[src/rtl/led_hunt_game.sv]
// LED hunt minigame: the operator must name the lit LED index ROUNDS times in a row.
// All outputs are registered; the mode FSM decodes random_led and blanks LEDs on game_led_off.
module led_hunt_game #(
  parameter int unsigned CLK_PER_TICK = 50_000_000,
  parameter int unsigned GAP_TICKS    = 1,
  parameter int unsigned ROUNDS       = 3
) (
  input  logic       clk,
  input  logic       reset,
  input  logic       enable_game,
  input  logic       btnC,
  input  logic [3:0] guess,
  output logic [3:0] random_led,
  output logic       game_led_off,
  output logic       game_done,
  output logic [3:0] streak
);

  localparam int unsigned CycW  = (CLK_PER_TICK > 1) ? $clog2(CLK_PER_TICK) : 1;
  localparam int unsigned TickW = (GAP_TICKS > 1) ? $clog2(GAP_TICKS) : 1;

  localparam logic [CycW-1:0]  CycLast  = CycW'(CLK_PER_TICK - 1);
  localparam logic [TickW-1:0] TickLast = TickW'(GAP_TICKS - 1);
  localparam logic [CycW-1:0]  CycOne   = CycW'(1);
  localparam logic [TickW-1:0] TickOne  = TickW'(1);
  localparam logic [3:0]       RoundsL  = 4'(ROUNDS);
  localparam logic [15:0]      LfsrSeed = 16'hACE1;

  typedef enum logic [1:0] {
    StIdle,
    StShow,
    StGap,
    StDone
  } state_e;

  state_e           state_q;
  logic [15:0]      lfsr_q;
  logic [15:0]      lfsr_d;
  logic             btn_q;
  logic [3:0]       prev_q;
  logic [CycW-1:0]  cyc_q;
  logic [TickW-1:0] tick_q;
  logic [3:0]       random_led_q;
  logic [3:0]       streak_q;
  logic             led_off_q;
  logic             done_q;

  logic             press;
  logic             hit;
  logic             last_round;
  logic             gap_end;
  logic [3:0]       raw_t;
  logic [3:0]       draw_t;
  logic [3:0]       streak_inc;

  // Target draw: fold 15 onto 0, then bump past the previous target so it never repeats.
  always_comb begin
    lfsr_d = {lfsr_q[0] ^ lfsr_q[2] ^ lfsr_q[3] ^ lfsr_q[5], lfsr_q[15:1]};
    raw_t  = (lfsr_q[3:0] == 4'd15) ? 4'd0 : lfsr_q[3:0];
    draw_t = raw_t;
    if (raw_t == prev_q) begin
      draw_t = (raw_t == 4'd14) ? 4'd0 : raw_t + 4'd1;
    end
  end

  // btn_q tracks btnC in every state, so a press held over from before SHOW never submits.
  assign press      = btnC & ~btn_q;
  assign hit        = (guess == random_led_q) && (guess != 4'd15);
  assign streak_inc = streak_q + 4'd1;
  assign last_round = (streak_inc == RoundsL);
  assign gap_end    = (cyc_q == CycLast) && (tick_q == TickLast);

  always_ff @(posedge clk) begin
    if (!reset) begin
      state_q      <= StIdle;
      lfsr_q       <= LfsrSeed;
      btn_q        <= 1'b0;
      prev_q       <= 4'd0;
      cyc_q        <= '0;
      tick_q       <= '0;
      random_led_q <= 4'd0;
      streak_q     <= 4'd0;
      led_off_q    <= 1'b1;
      done_q       <= 1'b0;
    end else begin
      lfsr_q <= lfsr_d;
      btn_q  <= btnC;
      done_q <= 1'b0;

      unique case (state_q)
        StIdle: begin
          random_led_q <= 4'd0;
          led_off_q    <= 1'b1;
          if (enable_game) begin
            state_q      <= StShow;
            random_led_q <= draw_t;
            prev_q       <= draw_t;
            streak_q     <= 4'd0;
            led_off_q    <= 1'b0;
          end
        end

        StShow: begin
          if (!enable_game) begin
            state_q      <= StIdle;
            random_led_q <= 4'd0;
            led_off_q    <= 1'b1;
          end else if (press) begin
            led_off_q <= 1'b1;
            cyc_q     <= '0;
            tick_q    <= '0;
            if (hit && last_round) begin
              state_q  <= StDone;
              streak_q <= RoundsL;
              done_q   <= 1'b1;
            end else begin
              state_q      <= StGap;
              streak_q     <= hit ? streak_inc : 4'd0;
              random_led_q <= draw_t;
              prev_q       <= draw_t;
            end
          end
        end

        StGap: begin
          if (!enable_game) begin
            state_q      <= StIdle;
            random_led_q <= 4'd0;
            led_off_q    <= 1'b1;
            cyc_q        <= '0;
            tick_q       <= '0;
          end else if (gap_end) begin
            state_q   <= StShow;
            led_off_q <= 1'b0;
            cyc_q     <= '0;
            tick_q    <= '0;
          end else if (cyc_q == CycLast) begin
            cyc_q  <= '0;
            tick_q <= tick_q + TickOne;
          end else begin
            cyc_q <= cyc_q + CycOne;
          end
        end

        StDone: begin
          state_q      <= StIdle;
          random_led_q <= 4'd0;
          led_off_q    <= 1'b1;
        end

        default: begin
          state_q <= StIdle;
        end
      endcase
    end
  end

  assign random_led   = random_led_q;
  assign game_led_off = led_off_q;
  assign game_done    = done_q;
  assign streak       = streak_q;

endmodule

[config.mk]
export PLATFORM = sky130hd
export DESIGN_NAME = led_hunt_game
export DESIGN_NICKNAME = d
export VERILOG_FILES = /design/src/rtl/led_hunt_game.sv
export SDC_FILE = /design/constraint.sdc
export NUM_CORES = 1
export LEC_CHECK = 0
export ABC_CLOCK_PERIOD_IN_PS = 6250
export CAP_MARGIN = 20
export CELL_PAD_IN_SITES_DETAIL_PLACEMENT = 1
export CELL_PAD_IN_SITES_GLOBAL_PLACEMENT = 1
export CORE_MARGIN = 3
export CORE_UTILIZATION = 48
export DETAILED_ROUTE_END_ITERATION = 6
export GPL_TIMING_DRIVEN = 0
export PLACE_DENSITY_LB_ADDON = 0.1
export SYNTH_ARGS = -nofsm -noshare
export SYNTH_HDL_FRONTEND = slang
export SYNTH_SLANG_ARGS = --single-unit
export TNS_END_PERCENT = 20
[constraint.sdc]
create_clock -name clk -period 6.25 [get_ports clk]
set_clock_uncertainty 0.1 [all_clocks]
set_input_delay 0.625 -clock clk [delete_from_list [all_inputs] [get_ports clk]]
set_output_delay 0.625 -clock clk [all_outputs]
set_load 0.02 [all_outputs]
Word level (Yosys, flattened, before mapping)
Cells that the tools add are included.
{ "totals": {"regBits": 60, "in_bits": 8, "output_inout_bits": 10, "wordCells": 97} }
{ "op_classes": {"n_addsub": 4, "eq_ne": 19, "mux": 44, "bitwise_logic": 6, "reduce_logical": 14} }
{ "op_table": {"columns": ["operator", "count"], "rows": [
  ["$mux 26", 5],
  ["$mux 4", 15],
  ["$pmux 26 s2", 1],
  ["$add 26x1->26 const B", 1],
  ["$eq 26x26->1 const B", 1],
  ["$pmux 4 s2", 2],
  ["$pmux 4 s4", 1],
  ["$mux 1", 12],
  ["$reduce_and 4->1", 3],
  ["$mux 2", 5],
  ["$ne 2x2->1 const B", 5],
  ["$ne 3x3->1 const B", 3],
  ["$reduce_and 3->1", 3],
  ["$add 4x1->4 const B", 2],
  ["$eq 4x4->1", 2],
  ["$eq 4x4->1 const B", 2],
  ["$ne 4x4->1 const B", 2],
  ["$pmux 2 s4", 1],
  ["$reduce_and 5->1", 1],
  ["$eq 2x2->1 const B", 2],
  ["$eq 4x2->1 const B", 1],
  ["$pmux 1 s4", 1],
  ["$reduce_bool 2->1", 2],
  ["$logic_and 1x1->1", 3],
  ["other kinds (8)", 11]
]} }

Logic depth before layout (Yosys ltp)
Gate-level depths: netlist of the first run.
{ "logic_depth": {"word_depth": 9, "mapped_depth": 9, "mapped_depth_nobuf": 8} }

Worst setup path after synthesis of the first run
Ideal clock, no wire load.
{ "synth_path": {"path_type": "register -> register", "startpoint": "reg state_q[1]", "endpoint": "reg cyc_q[15]", "setup_time_ns": 0.072, "arrival_time_ns": 2.205, "t_required_ns": 6.078, "slack_ns": 3.873, "stages_incl_launch_ff": 9, "n_path_buf": 1, "period_less_slack_ns": 2.377, "path_cell_list": "dfxtp_1 -> inv_1 -> ha_1 -> and4b_4 -> a21oi_2 -> or4_1 -> buf_2 -> or4_1 -> a21oi_1"} }
{ "synth_via": {"elab_chain_len": 3, "word_cells_on_any_way": 7, "classes_between": "4 x eq/ne; 1 x mux; 2 x reduce/logical"} }
{ "synth_lines": {"columns": ["element", "line", "source"], "rows": [
  ["start, declared", "36", "state_e state_q;"],
  ["start signal, assigned", "75", "state_q <= StIdle;"],
  ["start signal, assigned", "95", "state_q <= StShow;"],
  ["start signal, assigned", "105", "state_q <= StIdle;"],
  ["$eq 2x1->1 / $eq 2x2->1 (equally long branches)", "90", "unique case (state_q)"],
  ["$ne 2x2->1 (no source line) / $reduce_bool 2->1 (equally long branches)", null, null],
  ["$reduce_and 3->1 (no source line)", null, null],
  ["end signal, assigned", "141", "cyc_q <= cyc_q + CycOne;"],
  ["end, declared", "41", "logic [CycW-1:0] cyc_q;"]
]} }
Parallel ways exist; a longest one is shown, timed or not.
A chain may end at the register's enable or synchronous reset.

Worst setup path after layout of the first run
{ "layout_path": {"startpoint": "reg cyc_q[0]", "endpoint": "reg cyc_q[16]"} }
{ "layout_via": {"elab_chain_len": 5, "word_cells_on_any_way": 7, "classes_between": "1 x add/sub; 1 x eq/ne; 4 x mux; 1 x reduce/logical"} }
{ "layout_lines": {"columns": ["element", "line", "source"], "rows": [
  ["$add 26x1->26 / $eq 26x26->1 (equally long branches)", "141, 71, 137", null],
  ["$mux 26 / $logic_and 1x1->1 (equally long branches)", "137, 71", null],
  ["$mux 26 (*)", "132", "end else if (gap_end) begin"],
  ["$mux 26 (*)", "126", "if (!enable_game) begin"],
  ["$pmux 26 s2 (*)", "90", null]
]} }
Every way passes the cells marked *; elsewhere a longest branch is shown, timed or not.

==> impl_metrics.toml, run 1 <==
[clocking]
cts_tree = "built"
ctsHtreeMaxLevel = 3
cts.sinks = 60
cts_resized = 0
cts.hold.buffers_added = 0
numCtsBuffers = 9
root_buffer = "clkbuf_8"
post-cts-setup-buffer-count = 0
cts.clk_slew.worst_paths_ns = 0.06
clockBufferDepth = 2
clk_latency_ns = 0.33

[final_layout]
drive_gt1_share_pct = 6.527
fill_cells = 683
syn2layout_area_growth_pct = 14.35
antennaDiodeCount = 0
post-route-util_pct = 58.51
nNetsFinal = 395
fin_area_um2 = 3341

[power_and_ir_drop]
finalPower_uw = 806.6
p_sw_uw = 212.0
pwr-share-comb_pct = 11.4
p_seq_share_pct = 50.6
power_density_nw_per_um2 = 241.5
power.leakage_nw = 1.206
pwr-share-clk_pct = 38.0
switching_share_pct = 26.29
p_int_uw = 594.6
ir_worst_vdd_mv = 0.1872

[timing]
fmax_ghz = 0.3416
period_needed_ns = 2.928
fin_setup_tns_ns = 0
finalSetupViolations = 0
rsz0062_at_grt = "false"
period_share_pct = 46.84
hold_violations = 0
worst_slack_ns = 3.322
slew_headroom_pct = 37.04
slew_violations = 0
worst_pin_slew_ns = 0.9381

[drt]
wl_per_cell_um = 15.75
ant_nets = 0
wl_mm = 7.166
drt_iter0_drc = 117
drtPass1Iterations = 4
viasPerCell = 5.747
num_vias = 2615
route.detailed.drc = 0

[placed_design]
port_buffers = 16
dp_hpwl_mm = 5.151
dpl-instance-area_um2 = 3172
place_ws_ns = 3.075
place_congestion = 0.7881

[critical_path]
crit_type = "flip-flop to flip-flop"
crit_path_end_kind = "flip-flop"
startpoint_type = "flip-flop"
cp.required_ns = 6.34
path_max_fanout = 10
critPathArrivalTime_ns = 3.02

[floorplanning]
placementRows = 27
core-area_um2 = 5709
dieArea_um2 = 7059
dieHeight_um = 84.02
pin_count = 18
start_util_pct = 51.17
die_x_um = 84.02

[flow_run]
maxCapViolCount = 0

[synthesis]
synth-async-reset-ratio_pct = 0
syn-cell-area_um2 = 2922
synth_flop_cell = "dfxtp_1"
synth_nets = 368
synth.avg_cell_area_um2 = 8.300
synth_seq_cells = 60
synth.yosys.warnings = 0
synth_cell_types = 45
synth-seq-area-share_pct = 41.11
syn_inst = 352
synth_edf_count = 0

[worst_hold_path]
hp-class = "flip-flop to flip-flop"

[outcome]
status = "complete, no violations"

[global_route]
grt_pass1_vias = 2653
track_usage_pct = 22.27
grt_max_degree = 11
antenna_found_initial = 0
grt_first_pass_wirelength_mm = 12.90
grt.overflow.total = 0
cells in the final DEF, fill, tap and decap left out, types with 3 or more instances in the layout:
cell and count:
and3_1 5, nand4_1 12, o21ai_1 6, a21oi_1 23, a311oi_1 4, o2bb2ai_1 4, nand3_1 9, nand2_1 29
clkbuf_1 12, nor2_1 32, ha_1 8, clkdlybuf4s50_1 16, o31ai_1 8, buf_2 5, a21o_1 3, or4_1 5
nor3_1 12, nor2b_1 4, dfxtp_1 60, xor2_1 13, a31oi_1 3, nand2b_1 9, a211oi_1 3, xnor2_1 6
o21ai_0 22, clkbuf_8 11, nor4_1 3, and2_1 16, or2_2 3, inv_1 11
state kept, by name, summed over array words and instances (netlist names):
| signal | flops |
|---|---|
| lfsr_q | 16 |
| streak | 4 |
| game_led_off | 1 |
| state_q | 2 |
| game_done | 1 |
| cyc_q | 26 |
| btn_q | 1 |
| prev_q | 4 |
| tick_q | 1 |
| random_led | 4 |
cell families (layout without fill, tap and decap cells):
family          count (synthesis)  in the layout  share of synthesized area, %
xor+xnor                       19             19                         5.696
compound gates                 86             86                         18.46
flops                          60             60                         41.11
simple gates                  152            152                         27.62
fa+ha+maj                       8              8                         3.426
buf+inv                        27             58                         3.683
layer usage:
| layer | vias up | track usage, % | wire (µm) |
|---|---|---|---|
| li1 | 1315 | - | - |
| met1 | 1262 | 29.62 | 3530 |
| met2 | 27 | 36.15 | 3379 |
| met3 | 11 | 3.949 | 150 |
| met4 | 0 | 7.895 | 106 |
| met5 | - | 0 | 0 |
Yosys cell counts, types with 3 or more instances:
| master | number | area, µm² |
|---|---|---|
| o21ai_0 | 22 | 110.1 |
| o2bb2ai_1 | 4 | 35.03 |
| a21o_1 | 3 | 22.52 |
| xnor2_1 | 6 | 52.55 |
| or2_2 | 3 | 18.77 |
| o31ai_1 | 8 | 60.06 |
| clkbuf_1 | 10 | 37.54 |
| a21oi_1 | 23 | 115.1 |
| nand2b_1 | 9 | 56.30 |
| and3_1 | 5 | 31.28 |
| nand2_1 | 29 | 108.9 |
| ha_1 | 8 | 100.1 |
| buf_2 | 5 | 25.02 |
| dfxtp_1 | 60 | 1201 |
| a31oi_1 | 3 | 18.77 |
| nor3_1 | 12 | 60.06 |
| nand3_1 | 9 | 45.04 |
| a311oi_1 | 4 | 35.03 |
| or4_1 | 5 | 37.54 |
| and2_1 | 16 | 100.1 |
| nor4_1 | 3 | 18.77 |
| nor2_1 | 32 | 120.1 |
| nor2b_1 | 4 | 25.02 |
| xor2_1 | 13 | 113.9 |
| o21ai_1 | 6 | 30.03 |
| a211oi_1 | 3 | 22.52 |
| nand4_1 | 12 | 75.07 |
| inv_1 | 11 | 41.29 |
worst paths after layout:
kind / startpoint / end / slack (ns) / depth (start not counted)
worst max register to register: cyc_q[0] / cyc_q[16] / 3.32 / 8
worst max-delay path: cyc_q[0] / cyc_q[16] / 3.32 / 8
worst min-delay path: lfsr_q[11] / lfsr_q[10] / 0.31 / 1
worst min register to register: lfsr_q[11] / lfsr_q[10] / 0.31 / 1
power groups by stage:
| stage | Combinational [mW] | Clock (mW) | Sequential [mW] |
|---|---|---|---|
| after floorplan | 0.0614 | 0 | 0.415 |
| after global placement | 0.0870 | 0 | 0.416 |
| after detailed placement | 0.0904 | 0 | 0.416 |
| after CTS | 0.0920 | 0.315 | 0.408 |
| after global routing | 0.105 | 0.334 | 0.410 |
| final | 0.0921 | 0.307 | 0.408 |
worst max-delay path, stage by stage, from the launching register on:
cell      delay, ns
dfxtp_1        0.41
ha_1           0.27
and3_1         0.24
nand4_1        0.16
o21ai_1        0.63
nand2_1        0.12
nand2_1        0.27
clkbuf_1       0.47
nor2_1         0.11
final cells by class:
cell class | instances | area, µm² | share of cell area [%]
Timing Repair Buffer | 16 | 160.2 | 4.794
Clock inverter | 2 | 10.01 | 0.2996
Sequential cell | 60 | 1201 | 35.96
Tap cell | 72 | 90.09 | 2.697
Clock buffer | 13 | 158.9 | 4.757
Inverter | 12 | 45.04 | 1.348
Multi-Input combinational cell | 265 | 1613 | 48.28
Buffer | 15 | 62.56 | 1.873
through the flow:
step / hold WS (ns) / instances
3_3_place_gp: 0.2932 / 440
6_report: 0.3148 / 455
3_5_place_dp: 0.2980 / 440
4_1_cts: 0.3214 / 455
5_1_grt: 0.3436 / 455
2_1_floorplan: 0.2863 / 352
Note: power is estimated with default switching activity, not from simulation.
==> run 2: changes to the inputs <==
- ABC_CLOCK_PERIOD_IN_PS: 6250 -> 2500
- CORE_UTILIZATION: 48 -> 40
- clock period: 6.25 -> 2.5 ns (I/O delays scaled with it)
==> impl_metrics.toml, run 2 (same netlist as run 1, synthesis figures left out) <==
[drt]
route.detailed.drc = 0
drt_iter0_drc = 69
drtPass1Iterations = 4
viasPerCell = 5.454
wl_per_cell_um = 15.31
ant_nets = 0
num_vias = 2618
wl_mm = 7.350

[final_layout]
final_cell_mix = "dfxtp_1 (59), nor2_1 (32), nand2_1 (29)"
reg_top3 = "cyc_q (26), lfsr_q (16)"
final_cells = 480
post-route-util_pct = 49.68
regMostFlops = "cyc_q"
fill_cells = 861
drive_gt1_share_pct = 9.635
largest_reg_flops = 26
nNetsFinal = 396
final_common_cell = "dfxtp_1"
multiInputGateArea_um2 = 1659
antennaDiodeCount = 0
syn2layout_area_growth_pct = 18.07
final-seq-area_um2 = 1202

[timing]
slew_headroom_pct = 61.39
slew_violations = 0
rsz0062_at_grt = "true"
period_share_pct = 99.26
fin_setup_tns_ns = 0
worst_pin_slew_ns = 0.5792
hold_violations = 0
fmax_ghz = 0.4030
finalSetupViolations = 0
period_needed_ns = 2.481
holdWs_ns = 0.2013

[floorplanning]
die_x_um = 91.46
pin_count = 18
dieArea_um2 = 8365
placementRows = 30
start_util_pct = 42.07
dieHeight_um = 91.46
core-area_um2 = 6944

[global_route]
grt_pass1_vias = 2597
grt.overflow.total = 0
grt_first_pass_wirelength_mm = 12.72
track_usage_pct = 18.59
antenna_found_initial = 0
grt_max_degree = 11

[power_and_ir_drop]
power_density_nw_per_um2 = 610.2
power.leakage_nw = 1.232
ir_worst_vdd_mv = 0.5073
finalPower_mw = 2.105

[clocking]
cts_tree = "built"
root_buffer = "clkbuf_8"
numCtsBuffers = 9
cts.hold.buffers_added = 0
ctsHtreeMaxLevel = 3
clockBufferDepth = 2
cts.clk_slew.worst_paths_ns = 0.07
clk_latency_ns = 0.34
cts.sinks = 60

[critical_path]
crit_type = "flip-flop to flip-flop"
startpoint_type = "flip-flop"
r2r_slack_ns = 0.02
path_max_fanout = 8
cp.required_ns = 2.66
critPathArrivalTime_ns = 2.64
crit_path_end_kind = "flip-flop"

[placed_design]
port_buffers = 16
dp_hpwl_mm = 5.193
dp.cells = 464
place_congestion = 0.7352

[worst_hold_path]
hp-class = "primary input to flip-flop"

[outcome]
status = "complete, no violations"

[flow_run]
maxCapViolCount = 0
run 2: cell types whose count changed in the layout (fill, tap and decap cells not counted), moves of 2 or more:
cell,change
buf_4,+2
clkbuf_1,-4
clkbuf_8,+2
a311oi_1,-2
a311oi_2,+2
run 2: through the flow:
stage	setup WS (ns)	cell area [µm²]
finish	0.01855	3450
global route	-0.07497	3450
CTS	0.01180	3407
detailed placement	-0.2873	3202
global placement	-0.2888	3202
floorplan	0.1233	2922
run 2: final cells by class:
type,instances,share of cell area [%]
Sequential cell,60,34.86
Tap cell,96,3.482
Clock inverter,1,0.1451
Buffer,15,1.959
Clock buffer,14,5.296
Multi-Input combinational cell,265,48.10
Inverter,12,1.306
Timing Repair Buffer,17,4.860
run 2: repair_timing:
| item | CTS | global route |
|---|---|---|
| endpoints found under the setup margin | 12 | 27 |
| gates resized for setup | 5 | 12 |
| setup buffers | 0 | 1 |
| pin swaps | 0 | 2 |
run 2: metal layers:
metal / wire length (µm) / GRT usage (%) / up-vias
met4: 115 / 6.407 / 0
met3: 150 / 4.060 / 10
li1: - / - / 1312
met1: 3621 / 25.13 / 1274
met2: 3461 / 29.09 / 22
met5: 0 / 0 / -
run 2: where the power goes:
part	internal, mW	switching [mW]
registers	0.993	0.0278
logic	0.0940	0.145
clock network	0.462	0.382
total	1.55	0.555
run 2: final timing paths:
| check | cells after the start | start | to |
|---|---|---|---|
| max reg2reg | 8 | state_q[1] | cyc_q[15] |
| max | 8 | state_q[1] | cyc_q[15] |
| min reg2reg | 1 | lfsr_q[14] | lfsr_q[13] |
| min | 2 | reset | lfsr_q[5] |
run 2: critical path, stage by stage, from the launching register on:
cell	delay, ns
dfxtp_1	0.33
inv_2	0.11
ha_4	0.19
and4b_4	0.29
a21oi_2	0.07
or4_1	0.50
buf_2	0.18
or4_1	0.48
a21oi_1	0.15
==> run 3: changes to the inputs <==
- SLEW_MARGIN: not set -> 40
==> impl_metrics.toml, run 3 (same netlist as run 1, synthesis figures left out) <==
[clocking]
clk_latency_ns = 0.35
clockBufferDepth = 2
ctsHtreeMaxLevel = 3
cts.sinks = 60
numCtsBuffers = 9
cts_tree = "built"
cts.clk_slew.worst_paths_ns = 0.07
post-cts-setup-buffer-count = 0
root_buffer = "clkbuf_8"

[final_layout]
regMostFlops = "cyc_q"
fill_cells = 853
final_common_cell = "dfxtp_1"
multiInputGateArea_um2 = 1654
final_cell_mix = "dfxtp_1 (59), nor2_1 (32), nand2_1 (29)"
reg_top3 = "cyc_q (26), lfsr_q (16)"
nNetsFinal = 395
largest_reg_flops = 26
drive_gt1_share_pct = 8.877
syn2layout_area_growth_pct = 16.92
final-seq-area_um2 = 1202
antennaDiodeCount = 0

[timing]
worst_pin_slew_ns = 0.6106
finalSetupViolations = 0
period_needed_ns = 2.475
hold_violations = 0
fmax_ghz = 0.4041
holdWs_ns = 0.1906
slew_violations = 0
rsz0062_at_grt = "true"
slew_headroom_pct = 58.95
worst_slack_ns = 0.02514
period_share_pct = 98.99

[floorplanning]
pin_count = 18
dieHeight_um = 91.46
die_x_um = 91.46
dieArea_um2 = 8365
placementRows = 30
core-area_um2 = 6944
start_util_pct = 42.07

[placed_design]
dp_hpwl_mm = 5.130
place_ws_ns = -0.2506
place_congestion = 0.7352
port_buffers = 16

[global_route]
track_usage_pct = 18.48
grt.overflow.total = 0
grt_max_degree = 11
grt_pass1_vias = 2591
antenna_found_initial = 0
grt_first_pass_wirelength_mm = 12.50

[critical_path]
r2r_end = "cyc_q[15]"
path_max_fanout = 8
critPathArrivalTime_ns = 2.65
r2r_cells = 8
startpoint_type = "flip-flop"
rr_startpoint = "state_q[1]"
r2r_slack_ns = 0.03
cp.required_ns = 2.67
crit_path_end_kind = "flip-flop"
crit_type = "flip-flop to flip-flop"

[power_and_ir_drop]
pwr-share-comb_pct = 11.6
p_sw_uw = 545.9
power.leakage_nw = 1.217
pwr-share-clk_pct = 38.4
p_int_mw = 1.493
finalPower_mw = 2.039
ir_worst_vdd_mv = 0.3368
p_seq_share_pct = 50.1
switching_share_pct = 26.77
power_density_nw_per_um2 = 596.9

[drt]
route.detailed.drc = 0
wl_per_cell_um = 14.84
viasPerCell = 5.443
wl_mm = 7.106
num_vias = 2607
drt_iter0_drc = 94
ant_nets = 0
drtPass1Iterations = 4

[worst_hold_path]
hp-class = "primary input to flip-flop"
min_from = "reset"
worstHoldEndpoint = "lfsr_q[5]"
holdPathStages = 2

[outcome]
status = "complete, no violations"

[flow_run]
maxCapViolCount = 0
## run 3: timing repair
item | 4_1_cts | 5_1_grt
resized for setup | 5 | 6
endpoints found under the setup margin | 12 | 18
hold buffers | 0 | 0
## run 3: final cells by class
type	count	share of cell area, %
inverter	12	1.319
clock inverter	2	0.2930
clock buffer	13	4.652
tap	96	3.516
buffer	15	1.905
multi-input combinational	265	48.42
sequential	60	35.20
timing repair buffer	16	4.689
## run 3: worst max path at each step
stage / to / from / slack, ns / depth (start not counted)
floorplan: cyc_q[15] / state_q[1] / 0.12 / 8
global placement: cyc_q[9] / cyc_q[0] / -0.29 / 8
detailed placement: cyc_q[12] / cyc_q[0] / -0.25 / 8
CTS: cyc_q[15] / state_q[0] / 0.01 / 7
global route: cyc_q[15] / state_q[1] / -0.07 / 8
finish: cyc_q[15] / state_q[1] / 0.03 / 8
## run 3: power groups by stage
stage               sequential [mW]  combinational [mW]  clock [mW]
CTS                            1.02               0.235       0.805
finish                         1.02               0.236       0.782
detailed placement             1.04               0.230           0
global placement               1.04               0.221           0
global route                   1.03               0.266       0.857
floorplan                      1.04               0.154           0
## run 3: per-layer routing
metal / GRT usage, % / vias up / part of all wire [%] / routed length (µm)
li1: - / 1311 / - / -
met2: 27.63 / 28 / 45 / 3201
met3: 5.800 / 10 / 3.3 / 237
met5: 0 / - / 0 / 0
met1: 25.28 / 1258 / 50 / 3571
met4: 5.653 / 0 / 1.3 / 95
## run 3: through the flow
step	util (%)	cells	instance area, µm²	setup TNS (ns)
3_3_place_gp	46.11	464	3202	-2.988
5_1_grt	49.19	479	3416	-0.1677
4_1_cts	48.88	479	3395	0
3_5_place_dp	46.20	464	3208	-2.684
2_1_floorplan	-	352	2922	0
6_report	49.19	479	3416	0
## run 3: worst max-delay path, cell delays in order (launching register included)
cell and delay [ns]:
dfxtp_1 0.34, inv_2 0.11, ha_4 0.18, and4b_4 0.28, a21oi_2 0.06, or4_1 0.50, buf_2 0.18, or4_1 0.48
a21oi_1 0.15
